[config.mk]
export PLATFORM = sky130hd
export DESIGN_NAME = selector_addr_seq
export DESIGN_NICKNAME = d
export VERILOG_FILES = /design/src/rtl/selector_addr_seq.sv
export SDC_FILE = /design/constraint.sdc
export NUM_CORES = 1
export LEC_CHECK = 0
export CORE_ASPECT_RATIO = 0.9
export CORE_MARGIN = 1
export CORE_UTILIZATION = 60
export CTS_BUF_LIST = sky130_fd_sc_hd__clkbuf_16
export DETAILED_ROUTE_END_ITERATION = 8
export MAX_ROUTING_LAYER = met4
export PLACE_DENSITY = 0.95
export SLEW_MARGIN = 10
export SYNTH_ARGS = -nofsm -noshare
export SYNTH_HDL_FRONTEND = slang
export SYNTH_SLANG_ARGS = --single-unit
[constraint.sdc]
create_clock -name clk -period 6.7 [get_ports clk]
set_input_delay 1.005 -clock clk [delete_from_list [all_inputs] [get_ports clk]]
set_output_delay 1.005 -clock clk [all_outputs]
set_load 0.005 [all_outputs]
[src/rtl/selector_addr_seq.sv]
// Address sweep generator feeding the one-hot selector; valid/ready per address.
// Define SEL_SEQ_LFSR_EN to add cfg_rand (8-bit LFSR pseudo-random ordering).
module selector_addr_seq #(
  parameter int ADDR_W = 8,
  parameter int CNT_W  = 16
) (
  input  logic              clk,
  input  logic              rst_n,
  input  logic              start,
  input  logic              stop,
  input  logic [ADDR_W-1:0] cfg_first,
  input  logic [ADDR_W-1:0] cfg_last,
  input  logic [ADDR_W-1:0] cfg_stride,
  input  logic [CNT_W-1:0]  cfg_dwell,
  input  logic              cfg_loop,
`ifdef SEL_SEQ_LFSR_EN
  input  logic              cfg_rand,
`endif
  output logic [ADDR_W-1:0] addr_out,
  output logic              addr_valid,
  input  logic              addr_ready,
  output logic              busy,
  output logic              done,
  output logic [CNT_W-1:0]  pass_cnt
);

  typedef enum logic [1:0] {
    S_IDLE,
    S_PRESENT,
    S_DWELL
  } state_t;

  localparam logic [ADDR_W-1:0] ONE_A = 1;
  localparam logic [CNT_W-1:0]  ONE_C = 1;

  state_t            r_state, w_state_n;
  logic [ADDR_W-1:0] r_first, r_last, r_stride;
  logic [CNT_W-1:0]  r_dwell;
  logic              r_loop;
  logic [ADDR_W-1:0] r_addr, w_addr_n;
  logic [CNT_W-1:0]  r_cnt, w_cnt_n;
  logic [CNT_W-1:0]  r_pass, w_pass_n;
  logic              r_done, w_done_n;
  logic              w_load, w_adv;

  logic [ADDR_W-1:0] w_step;
  logic [ADDR_W:0]   w_sum;
  logic              w_seq_end;
  logic              w_end;
  logic [ADDR_W-1:0] w_next;
  logic [ADDR_W-1:0] w_restart;
  logic [ADDR_W-1:0] w_start_addr;

  assign w_step = (r_stride == '0) ? ONE_A : r_stride;
  assign w_sum  = {1'b0, r_addr} + {1'b0, w_step};
  // Sum is one bit wider, so a carry also shows up as sum > last
  assign w_seq_end = (r_addr == r_last) || w_sum[ADDR_W] ||
                     (w_sum > {1'b0, r_last}) || (r_first > r_last);

`ifdef SEL_SEQ_LFSR_EN
  logic              r_rand;
  logic              w_fb;
  logic [ADDR_W-1:0] w_lfsr;
  logic [ADDR_W-1:0] w_seed_sh;
  logic [ADDR_W-1:0] w_seed_in;

  assign w_fb = r_addr[7] ^ r_addr[5] ^ r_addr[4] ^ r_addr[3];

  always_comb begin
    w_lfsr = '0;
    w_lfsr[7:0] = {r_addr[6:0], w_fb};
    w_seed_sh = '0;
    w_seed_sh[7:0] = (r_first[7:0] == 8'd0) ? 8'd1 : r_first[7:0];
    w_seed_in = '0;
    w_seed_in[7:0] = (cfg_first[7:0] == 8'd0) ? 8'd1 : cfg_first[7:0];
  end

  assign w_end        = r_rand ? (w_lfsr == w_seed_sh) : w_seq_end;
  assign w_next       = r_rand ? w_lfsr : w_sum[ADDR_W-1:0];
  assign w_restart    = r_rand ? w_seed_sh : r_first;
  assign w_start_addr = cfg_rand ? w_seed_in : cfg_first;

  always_ff @(posedge clk or negedge rst_n) begin
    if (!rst_n) r_rand <= 1'b0;
    else if (w_load) r_rand <= cfg_rand;
  end
`else
  assign w_end        = w_seq_end;
  assign w_next       = w_sum[ADDR_W-1:0];
  assign w_restart    = r_first;
  assign w_start_addr = cfg_first;
`endif

  always_comb begin
    w_state_n = r_state;
    w_addr_n  = r_addr;
    w_cnt_n   = r_cnt;
    w_pass_n  = r_pass;
    w_done_n  = 1'b0;
    w_load    = 1'b0;
    w_adv     = 1'b0;
    unique case (r_state)
      S_IDLE: begin
        if (start && !stop) begin
          w_load    = 1'b1;
          w_addr_n  = w_start_addr;
          w_pass_n  = '0;
          w_state_n = S_PRESENT;
        end
      end
      S_PRESENT: begin
        if (stop) begin
          w_state_n = S_IDLE;
        end else if (addr_ready) begin
          if (r_dwell == '0) begin
            w_adv = 1'b1;
          end else begin
            w_cnt_n   = r_dwell - ONE_C;
            w_state_n = S_DWELL;
          end
        end
      end
      S_DWELL: begin
        if (stop) begin
          w_state_n = S_IDLE;
        end else if (r_cnt == '0) begin
          w_adv = 1'b1;
        end else begin
          w_cnt_n = r_cnt - ONE_C;
        end
      end
      default: w_state_n = S_IDLE;
    endcase
    if (w_adv) begin
      w_state_n = S_PRESENT;
      if (w_end) begin
        w_pass_n = r_pass + ONE_C;
        if (r_loop) begin
          w_addr_n = w_restart;
        end else begin
          w_done_n  = 1'b1;
          w_state_n = S_IDLE;
        end
      end else begin
        w_addr_n = w_next;
      end
    end
  end

  always_ff @(posedge clk or negedge rst_n) begin
    if (!rst_n) begin
      r_state  <= S_IDLE;
      r_addr   <= '0;
      r_cnt    <= '0;
      r_pass   <= '0;
      r_done   <= 1'b0;
      r_first  <= '0;
      r_last   <= '0;
      r_stride <= '0;
      r_dwell  <= '0;
      r_loop   <= 1'b0;
    end else begin
      r_state <= w_state_n;
      r_addr  <= w_addr_n;
      r_cnt   <= w_cnt_n;
      r_pass  <= w_pass_n;
      r_done  <= w_done_n;
      if (w_load) begin
        r_first  <= cfg_first;
        r_last   <= cfg_last;
        r_stride <= cfg_stride;
        r_dwell  <= cfg_dwell;
        r_loop   <= cfg_loop;
      end
    end
  end

  assign addr_out   = r_addr;
  assign addr_valid = (r_state == S_PRESENT);
  assign busy       = (r_state != S_IDLE);
  assign done       = r_done;
  assign pass_cnt   = r_pass;

endmodule

## Word level (Yosys, flattened, before mapping)

Index checks and enable logic that the tools add are counted.

| word-level totals | value |
|---|---|
| logic and storage cells | 77 |
| register bits after elaboration | 84 |

| cells by class | value |
|---|---|
| muxes and demuxes | 36 |
| reductions and logical operators | 13 |
| equality and inequality tests | 12 |
| add/subtract/negate cells | 4 |
| order comparisons | 2 |

Operator list:

| operator | count |
|---|---|
| 2-to-1 mux 16 bit | 9 |
| 2-to-1 mux 8 bit | 6 |
| zero test 16 bit | 2 |
| case mux 16 bit (2 select lines) | 1 |
| subtractor 16 x 1 -> 16 bit (second input constant) | 2 |
| adder 16 x 1 -> 16 bit (second input constant) | 1 |
| 2-to-1 mux 1 bit | 12 |
| 2-to-1 mux 2 bit | 6 |
| adder 8 x 8 -> 9 bit | 1 |
| > comparator 9 x 8 -> 1 bit | 1 |
| == test 8 bit | 1 |
| > comparator 8 bit | 1 |
| zero test 8 bit | 1 |
| inequality test 2 bit (second input constant) | 4 |
| inequality test 3 bit (second input constant) | 2 |
| case mux 2 bit (3 select lines) | 1 |
| AND reduction 6 bit | 1 |
| inequality test 4 x 2 -> 1 bit (second input constant) | 1 |
| inequality test 4 bit (second input constant) | 1 |
| AND reduction 4 bit | 1 |
| nonzero test 2 bit | 2 |
| logical OR 1 bit | 3 |
| == test 2 x 1 -> 1 bit (second input constant) | 1 |
| == test 2 bit (second input constant) | 1 |
| other kinds (5) | 5 |

## Longest topological paths before layout

Gate-level depths: netlist of the first run.

| logic depth | value |
|---|---|
| word-level depth | 8 |
| gate-level depth with buffers | 19 |
| depth with buffers taken out | 17 |

## Worst setup path before layout of the first run

Ideal clock, no wire load.

| timing path | value |
|---|---|
| path type | reg-to-reg |
| from | register r_stride[1] |
| to | register r_addr[6] (netlist: addr_out[6]) |
| buffers on the path | 2 |
| data arrival time | 3.601 ns |
| stages on the path, launching flop included | 20 |
| library setup time | 0.094 ns |
| required time | 6.606 ns |
| period minus slack after synthesis | 3.695 ns |
| setup slack | 3.005 ns |
| cell sequence | dfrtp_1 nor3_1 a21o_1 ha_1 fa_1 a21o_1 a21oi_1 o21bai_1 a21oi_1 xor2_1 inv_1 ha_1 a21o_1 a221oi_1 o21bai_1 o211a_1 buf_6 buf_2 a21oi_1 a211oi_1 |

| on the way | value |
|---|---|
| cells in the longest elaborated chain, start to end | 8 |

Ends and longest elaborated chain:

| item | RTL line | source |
|---|---|---|
| from (decl) | 37 | `logic [ADDR_W-1:0] r_first, r_last, r_stride;` |
| from (signal assigned) | 171 | `r_stride <= cfg_stride;` |
| zero test 8 bit | 54 | `assign w_step = (r_stride == '0) ? ONE_A : r_stride;` |
| 2-to-1 mux 8 bit * | 54 |  |
| adder 8 x 8 -> 9 bit * | 55 | `assign w_sum = {1'b0, r_addr} + {1'b0, w_step};` |
| > comparator 9 x 8 -> 1 bit or logical OR 1 bit (tied branches) | 58, 57 |  |
| logical OR 1 bit | 57 | `assign w_seq_end = (r_addr == r_last) \|\| w_sum[ADDR_W] \|\|` |
| logical OR 1 bit | 58 | `(w_sum > {1'b0, r_last}) \|\| (r_first > r_last);` |
| 2-to-1 mux 8 bit * | 136 | `if (w_end) begin` |
| 2-to-1 mux 8 bit * | 134 | `if (w_adv) begin` |
| net w_addr_n[6] | 40 | `logic [ADDR_W-1:0] r_addr, w_addr_n;` |
| to (signal assigned) | 164 | `r_addr <= w_addr_n;` |
| to (decl) | 40 |  |

Mark *: on every way through the listed nets, which the timed path passes. The rest lies on a longest branch.
A chain may end at the register's enable or synchronous reset.

## Worst setup path after layout of the first run

| timing path | value |
|---|---|
| from | register r_stride[4] |
| to | register r_addr[6] (netlist: addr_out[6]) |

Same word-level chain as after synthesis.

==> results.toml, run 1 <==
[synth]
synthArstFlopShare = 1.00
synth_area_per_cell_um2 = 8.66
yosys_warnings = 0
synth-compound-area-share = 0.176
synth.largest_area_cell = "dfrtp_1"
synth_top_area_share = 0.380
ys_seq_elements = 84
synthAdderAreaFrac = 0.0692
synth-simple-area-share = 0.257
synthFlopType = "dfrtp_1"
syn_area_mm2 = 0.00554
yosysMostFrequentCell = "nand2_1"
synth_top_family_by_area = "simple AND/OR/NAND/NOR gates"
synth_edf_count = 0
synthXorXnorAreaFrac = 0.0427
synth.area.mux_share = 0.0260
synthTopCellsByArea = "dfrtp_1, nand2_1, ha_1"
yosys-top-cells-count = "nand2_1, dfrtp_1, ha_1, inv_1"
synth_cells = 639
syn-num-nets = 715
yosys.cell_types.count = 70
seq_area_frac_synth = 0.380

[clock_network]
post_cts_resized = 0
cts-root-buf = "clkbuf_16"
cts_hold_buf = 0
htreeDepth = 3
numCtsBuffers = 9
clkTransAtPathRegs_ns = 0.06
post-cts-setup-buffer-count = 0
cts_tree = "built"
clk_latency_ns = 0.35
clock_sinks = 84
clockBufferDepth = 2

[timing]
max_freq_mhz = 204
slew-limit-headroom = 0.290
tightest_slew_ns = 1.07
drv_slew = 0
period_share = 0.732
finalHoldViolCount = 0
setup_violations = 0
fin_worst_skew_ns = 0.00752
grt_setup_unrepaired = "false"
period_minus_slack_ns = 4.90
tns_ns = 0
finalWorstSetupSlack_ns = 1.80

[floorplanning]
die_h_um = 93.1
die_w_um = 103
io_pins = 73
start_util = 0.631
core_mm2 = 0.00877
dieArea_mm2 = 0.00961
rows = 32

[setup_path]
worstPathCellList = "nor4_1 > a21o_1 > ha_1 > a21o_1 > nand4_1 > nand4b_1 > a21o_1 > a21oi_1 > xor2_1 > inv_1 > ha_1 > and3_1 > a221oi_1 > o21bai_1 > o211a_1 > and2_1 > a211oi_1"
crit_top_cell = "a21o_1"
critical_path.max_fanout = 27
cp_slowest_stage_delay_ns = 0.79
crit_path_top_delay_cell = "o211a_1"
worstSetupEndpointType = "flop"
crit_family = "compound AO/OA/AOI/OAI gates"
crit_type = "flop to flop"
cp.required_ns = 6.91
path_buf_inv = 1
setup.worst_path.start_class = "flop"
crit_arrival_ns = 5.11

[detailed_routing]
wl_um = 14900
first_pass_iters = 6
ant_nets = 0
viasPerCell = 6.38
drt_first_iter_violations = 548
drc = 0
wl_per_cell_um = 18.1
vias = 5241

[power_and_ir_drop]
ir_worst_vdd_uv = 378
leakagePower_nw = 3.02
powerDensity_mw_per_mm2 = 485
total_power_mw = 3.18

[run]
cap_violations = 0

[finish]
n_antenna_cell = 0
nets = 773
layout-drive-gt1-share = 0.0883
syn_to_final_growth_pct = 18.6
fin_area_mm2 = 0.00656
fillers = 575

[global_route]
grt_usage = 0.336
grt_start_max_net_pins = 85
grt_antenna_before_repair = 0
grt_pass1_vias = 5086
grt_overflow_total = 0
grt_pass1_wl_um = 24100

[placement]
gp_congestion = 0.986
dp_slack_ns = 1.97
port_buffers = 72
placed_cell_area_mm2 = 0.00626
hpwl_um = 9980

[min_path]
hp-class = "flop to flop"

[status]
outcome = "complete, no violations"
[kinds of logic (layout without fill, tap and decap cells)]
logic type,count (synthesis),count (layout)
xor+xnor,27,27
mux,14,14
fa+ha+maj,30,30
simple gates,289,289
flops,84,84
buf+inv,58,121
compound gates,137,137
[path summary, 6_finish.rpt]
| check | from | endpoint | slack, ns | cells after the start |
|---|---|---|---|---|
| worst max-delay path | r_stride[4] | addr_out[6] | 1.80 | 17 |
| worst min-delay path | r_dwell[1] | r_dwell[1] | 0.51 | 2 |
| worst max register to register | r_stride[4] | addr_out[6] | 1.80 | 17 |
| worst min register to register | r_dwell[1] | r_dwell[1] | 0.51 | 2 |
| max in group asynchronous | rst_n | r_dwell[14] | 5.15 | 1 |
| min in group asynchronous | rst_n | pass_cnt[6] | 0.81 | 1 |
[sequential cells by signal (all words and copies together) (netlist names)]
signal	flops
done	1
r_state	2
r_last	8
r_dwell	16
r_stride	8
r_first	8
addr_out	8
pass_cnt	16
r_cnt	16
r_loop	1
[tightest hold or removal path, cell delays in order (launching register included)]
cell and delay, ns:
dfrtp_1 0.37, nand2_1 0.06, nand2_1 0.06
[layout by cell type, fill, tap and decap left out, drive strengths merged, types with 3 or more instances in the layout]
master and n:
clkbuf 9, a221o 4, nand3 8, inv 32, mux2i 11, and3 11, xnor2 16, nor3 25
a21oi 28, buf 4, o22ai 3, o21ai 29, nand4 6, nand2 160, nand2b 6, nor3b 3
nor4 8, o221ai 10, a211oi 24, nand3b 6, dfrtp 84, nor2 21, ha 29, nor2b 4
xor2 11, or3 10, clkdlybuf4s50 71, a21o 20, or2 13, mux2 3
[metrics by stage]
stage / utilization / hold WS, ns / cells
final: 0.748 / 0.513 / 821
after CTS: 0.748 / 0.517 / 821
after floorplan: - / 0.448 / 639
after global routing: 0.748 / 0.540 / 821
after detailed placement: 0.714 / 0.482 / 805
after global placement: 0.714 / 0.470 / 805
[layer usage]
layer  up-vias  routed length, um  track usage  share of wire
met3        76               1320       0.0777          0.089
met5         -                  0            -              0
met4         0                502        0.133          0.034
li1       2355                  -            -              -
met2       318               6970        0.521           0.47
met1      2492               6080        0.426           0.41
[where the power goes]
group | leakage, nW | switching [mW] | internal (mW)
sequential | 1.07 | 0.286 | 0.710
clock | 0.144 | 0.220 | 0.292
combinational | 1.81 | 0.992 | 0.686
[cell type report]
cell class | count | area (um^2) | area share
inverters | 30 | 113 | 0.0172
well taps | 119 | 149 | 0.0227
clock inverters | 7 | 75.1 | 0.0114
multi-input cells | 497 | 3160 | 0.481
flip-flops and latches | 84 | 2100 | 0.320
clock buffers | 9 | 225 | 0.0343
repair buffers | 75 | 741 | 0.113
(Power assumes the default switching activity.)
==> run 2, diff against run 1 <==
Settings changed: CORE_UTILIZATION 60 to 51, PLACE_DENSITY 0.95 to 0.88.
Clock period 6.7 ns to 4.05 ns, I/O delays scaled along.
==> run 2 against run 1 <==
Against the previous run: the run now ends with DRC left; hold slack got worse by 0.098 ns; die area increased by 17%; cell area increased by 2.0%; register-to-register slack got worse by 1.7 ns; largest cell class unchanged.
==> results.toml, run 2 (synthesis results as in run 1) <==
[setup_path]
crit_start = "r_stride[2]"
reg2reg_to = "pass_cnt[9]"
rr_worst_depth = 18
setup.worst_path.start_class = "flop"
cp.required_ns = 4.34
ff2ff_setup_slack_ns = 0.14
critical_path.max_fanout = 11
worstSetupEndpointType = "flop"
reg2reg_from = "r_stride[2]"
endpoint = "pass_cnt[9]"
crit_arrival_ns = 4.20
crit_type = "flop to flop"

[clock_network]
cts-root-buf = "clkbuf_16"
numCtsBuffers = 9
clock_sinks = 84
clockBufferDepth = 2
clkTransAtPathRegs_ns = 0.07
htreeDepth = 3
cts_tree = "built"
clk_latency_ns = 0.34

[power_and_ir_drop]
leakagePower_nw = 3.09
total_power_mw = 5.44
ir_worst_vdd_uv = 515
powerDensity_mw_per_mm2 = 813

[status]
outcome = "complete, but fails checks"
violations = "DRC"

[global_route]
grt_pass1_wl_um = 23100
busiest_layer = "met2"
grt_start_max_net_pins = 85
use_met2 = 0.427
met3_usage = 0.0355
grt_overflow_total = 0
grt_antenna_before_repair = 0
use_met1 = 0.344
grt_pass1_vias = 4829
grt_usage = 0.267

[finish]
layout_commonest_cell = "nand2_1"
fin_area_mm2 = 0.00669
n_antenna_cell = 0
final_cell_mix = "nand2_1, dfrtp_1, clkdlybuf4s50_1"
layout-drive-gt1-share = 0.107
nets = 784
syn_to_final_growth_pct = 20.9

[placement]
port_buffers = 72
placed_cell_area_mm2 = 0.00635
dp_slack_ns = -0.0987
gp_congestion = 0.924
hpwl_um = 10100

[floorplanning]
die_w_um = 112
rows = 35
die_h_um = 101
dieArea_mm2 = 0.0113
io_pins = 73
core_mm2 = 0.0104
start_util = 0.533

[run]
cap_violations = 0

[detailed_routing]
drt_first_iter_violations = 339
first_pass_iters = 7
viasPerCell = 6.04
ant_nets = 0
vias = 5078
drc = 4
wl_um = 14400
wl_per_cell_um = 17.1

[min_path]
hp-class = "input pin to async pin"

[timing]
finalWorstSetupSlack_ns = 0.140
max_freq_mhz = 256
grt_setup_unrepaired = "false"
slew-limit-headroom = 0.283
drv_slew = 0
finalHoldViolCount = 0
fin_worst_skew_ns = 0.00941
tightest_slew_ns = 1.08
period_share = 0.966
period_minus_slack_ns = 3.91
setup_violations = 0
==> run 2: cell count changes in the layout (fill, tap and decap cells not counted), moves of 2 or more <==
cell | before | now
a21oi_1 | 27 | 25
a21oi_2 | 1 | 3
inv_1 | 29 | 31
buf_4 | 4 | 12
==> run 2: power by group <==
part / internal, mW / total [mW] / switching [mW]
Combinational: 1.37 / 3.01 / 1.64
Sequential: 1.17 / 1.62 / 0.448
Clock: 0.470 / 0.812 / 0.342
==> run 2: stage by stage <==
stage | hold slack, ns | utilization | instances | TNS, ns
finish | 0.415 | 0.645 | 841 | 0
global route | 0.532 | 0.645 | 841 | 0
CTS | 0.487 | 0.639 | 838 | 0
detailed placement | 0.473 | 0.612 | 823 | -0.663
global placement | 0.470 | 0.612 | 823 | 0
floorplan | 0.312 | - | 639 | 0
==> run 2: metal layers <==
| metal | wire (um) | share of wire |
|---|---|---|
| met3 | 799 | 0.055 |
| met1 | 6270 | 0.44 |
| met2 | 7010 | 0.49 |
| met5 | 0 | 0 |
| met4 | 329 | 0.023 |
==> run 2: worst min path at each step <==
stage	to	slack (ns)	cells after the start
after floorplan	addr_out[0]	0.31	0
after global placement	r_stride[0]	0.47	2
after global routing	pass_cnt[9]	0.53	1
final	pass_cnt[8]	0.42	1
after CTS	r_stride[0]	0.49	2
after detailed placement	r_stride[0]	0.47	2
==> run 2: worst max-delay path, cell delays in order (launching register included) <==
cell and delay [ns]:
dfrtp_1 0.38, nor3_1 0.07, a21o_1 0.19, ha_1 0.21, fa_2 0.36, a21o_1 0.18, a21oi_2 0.17, o21bai_1 0.09
a21oi_2 0.20, xor2_2 0.18, inv_1 0.07, ha_1 0.29, a21o_1 0.18, a221oi_1 0.28, o21bai_1 0.15, o211a_2 0.30
buf_12 0.16, o21a_2 0.22, a21o_1 0.15
==> run 2: area by class of cell <==
class / instances / area [um^2]
fill: 816 / 3690
multi-input combinational: 498 / 3190
sequential: 84 / 2100
timing repair buffer: 85 / 846
clock buffer: 9 / 225
tap: 129 / 161
inverter: 30 / 113
clock inverter: 6 / 58.8
==> run 2: repair_timing <==
item,4_1_cts,5_1_grt
resized for setup,2,5
hold buffers,0,0
setup endpoints to repair,11,25
gates cloned,0,2
setup buffers,0,1
pin swaps,0,1
==> run 3, diff against run 2 <==
Settings changed: CORE_UTILIZATION 51 to 30, PLACE_DENSITY 0.88 to 0.6.
==> run 3 against run 2 <==
Against the previous run: the run now ends clean; register-to-register slack better by 0.06 ns; sequential cell count did not move; count of clock-buffer cells in the layout unchanged; global-route usage decreased by 9.8 points; utilization shrank 26 points; largest cell class unchanged; largest power group unchanged.
==> results.toml, run 3 (synthesis results as in run 1) <==
[status]
outcome = "complete, no violations"

[timing]
max_freq_mhz = 259
fin_worst_skew_ns = 0.00987
tns_ns = 0
tightest_slew_ns = 0.878
setup_violations = 0
drv_slew = 0
period_minus_slack_ns = 3.86
period_share = 0.952
finalHoldViolCount = 0
slew-limit-headroom = 0.415

[detailed_routing]
first_pass_iters = 5
wl_um = 14900
ant_nets = 0
vias = 4789
viasPerCell = 5.01
drt_first_iter_violations = 367
wl_per_cell_um = 15.6
drc = 0

[setup_path]
crit_start = "r_stride[7]"
worstSetupEndpointType = "flop"
reg2reg_from = "r_stride[7]"
reg2reg_to = "addr_out[4]"
ff2ff_setup_slack_ns = 0.19
rr_worst_depth = 18
crit_type = "flop to flop"
cp.required_ns = 4.28
setup.worst_path.start_class = "flop"
crit_arrival_ns = 4.08
critical_path.max_fanout = 8

[finish]
nets = 787
layout_commonest_cell = "nand2_1"
layout-drive-gt1-share = 0.113
final_cell_mix = "nand2_1, dfrtp_1, clkdlybuf4s50_1"
n_antenna_cell = 0
syn_to_final_growth_pct = 23.8
fillers = 1816
fin_area_mm2 = 0.00685

[placement]
hpwl_um = 10800
gp_congestion = 0.847
port_buffers = 72
placed_cell_area_mm2 = 0.00649

[min_path]
hp-class = "input pin to async pin"

[floorplanning]
rows = 46
die_w_um = 145
core_mm2 = 0.0178
die_h_um = 131
io_pins = 73
start_util = 0.310
dieArea_mm2 = 0.0190

[clock_network]
numCtsBuffers = 9
htreeDepth = 3
cts_tree = "built"
clk_latency_ns = 0.36
cts-root-buf = "clkbuf_16"
clock_sinks = 84
clkTransAtPathRegs_ns = 0.07
clockBufferDepth = 2

[global_route]
grt_usage = 0.169
grt_antenna_before_repair = 0
grt_start_max_net_pins = 67
grt_pass1_vias = 4596
grt_overflow_total = 0
grt_pass1_wl_um = 24300

[power_and_ir_drop]
leakagePower_nw = 3.10
ir_worst_vdd_uv = 361
powerDensity_mw_per_mm2 = 789

[run]
cap_violations = 0
==> run 3: power by group <==
group | switching (mW) | internal (mW) | total, mW
Clock | 0.385 | 0.489 | 0.875
Sequential | 0.455 | 1.17 | 1.63
Combinational | 1.60 | 1.30 | 2.90
Total | 2.44 | 2.96 | 5.40
==> run 3: worst max-delay path, stage by stage (launching register included) <==
cell and delay, ns:
dfrtp_1 0.40, nor4_2 0.07, a21o_1 0.16, ha_1 0.21, fa_1 0.40, a21o_1 0.17
a21oi_1 0.17, o21bai_1 0.11, a21oi_2 0.21, xor2_1 0.21, inv_1 0.07, ha_1 0.28
a21o_1 0.17, a221oi_1 0.27, o21bai_2 0.19, o211a_4 0.24, and2_1 0.13, buf_4 0.18
a211oi_2 0.09
==> run 3: worst max path at each step <==
stage,to,depth (start not counted)
2_1_floorplan,addr_out[6],19
3_3_place_gp,addr_out[2],18
3_5_place_dp,addr_out[5],18
4_1_cts,addr_out[5],18
5_1_grt,addr_out[6],18
6_report,addr_out[4],18
==> run 3: cell type report <==
cell class | count | area, um^2 | share of cell area
multi-input cells | 498 | 3190 | 0.466
well taps | 240 | 300 | 0.0438
inverters | 30 | 113 | 0.0164
clock inverters | 7 | 83.8 | 0.0122
repair buffers | 88 | 838 | 0.122
flip-flops and latches | 84 | 2100 | 0.307
clock buffers | 9 | 225 | 0.0329
==> run 3: timing repair <==
item / in CTS / in global routing
gates cloned: 0 / 1
resized for setup: 1 / 4
hold buffers: 0 / 0
pin swaps: 0 / 1
setup buffers: 0 / 3
setup endpoints to repair: 20 / 24
==> run 3: per-layer routing <==
metal | track usage | wire, um | vias to the layer above
met1 | 0.228 | 7510 | 2279
met4 | 0.0508 | 208 | 0
met2 | 0.257 | 6520 | 112
li1 | - | - | 2382
met5 | - | 0 | -
met3 | 0.0319 | 656 | 16
==> run 3: through the flow <==
stage	setup WS [ns]	power, mW	hold slack, ns	std cells	utilization
floorplan	0.355	3.59	0.312	639	-
global placement	0.136	4.35	0.480	936	0.364
detailed placement	-0.0387	4.39	0.481	936	0.364
CTS	0.0141	5.30	0.410	952	0.381
global route	-0.0311	5.87	0.451	956	0.384
finish	0.195	5.40	0.371	956	0.384
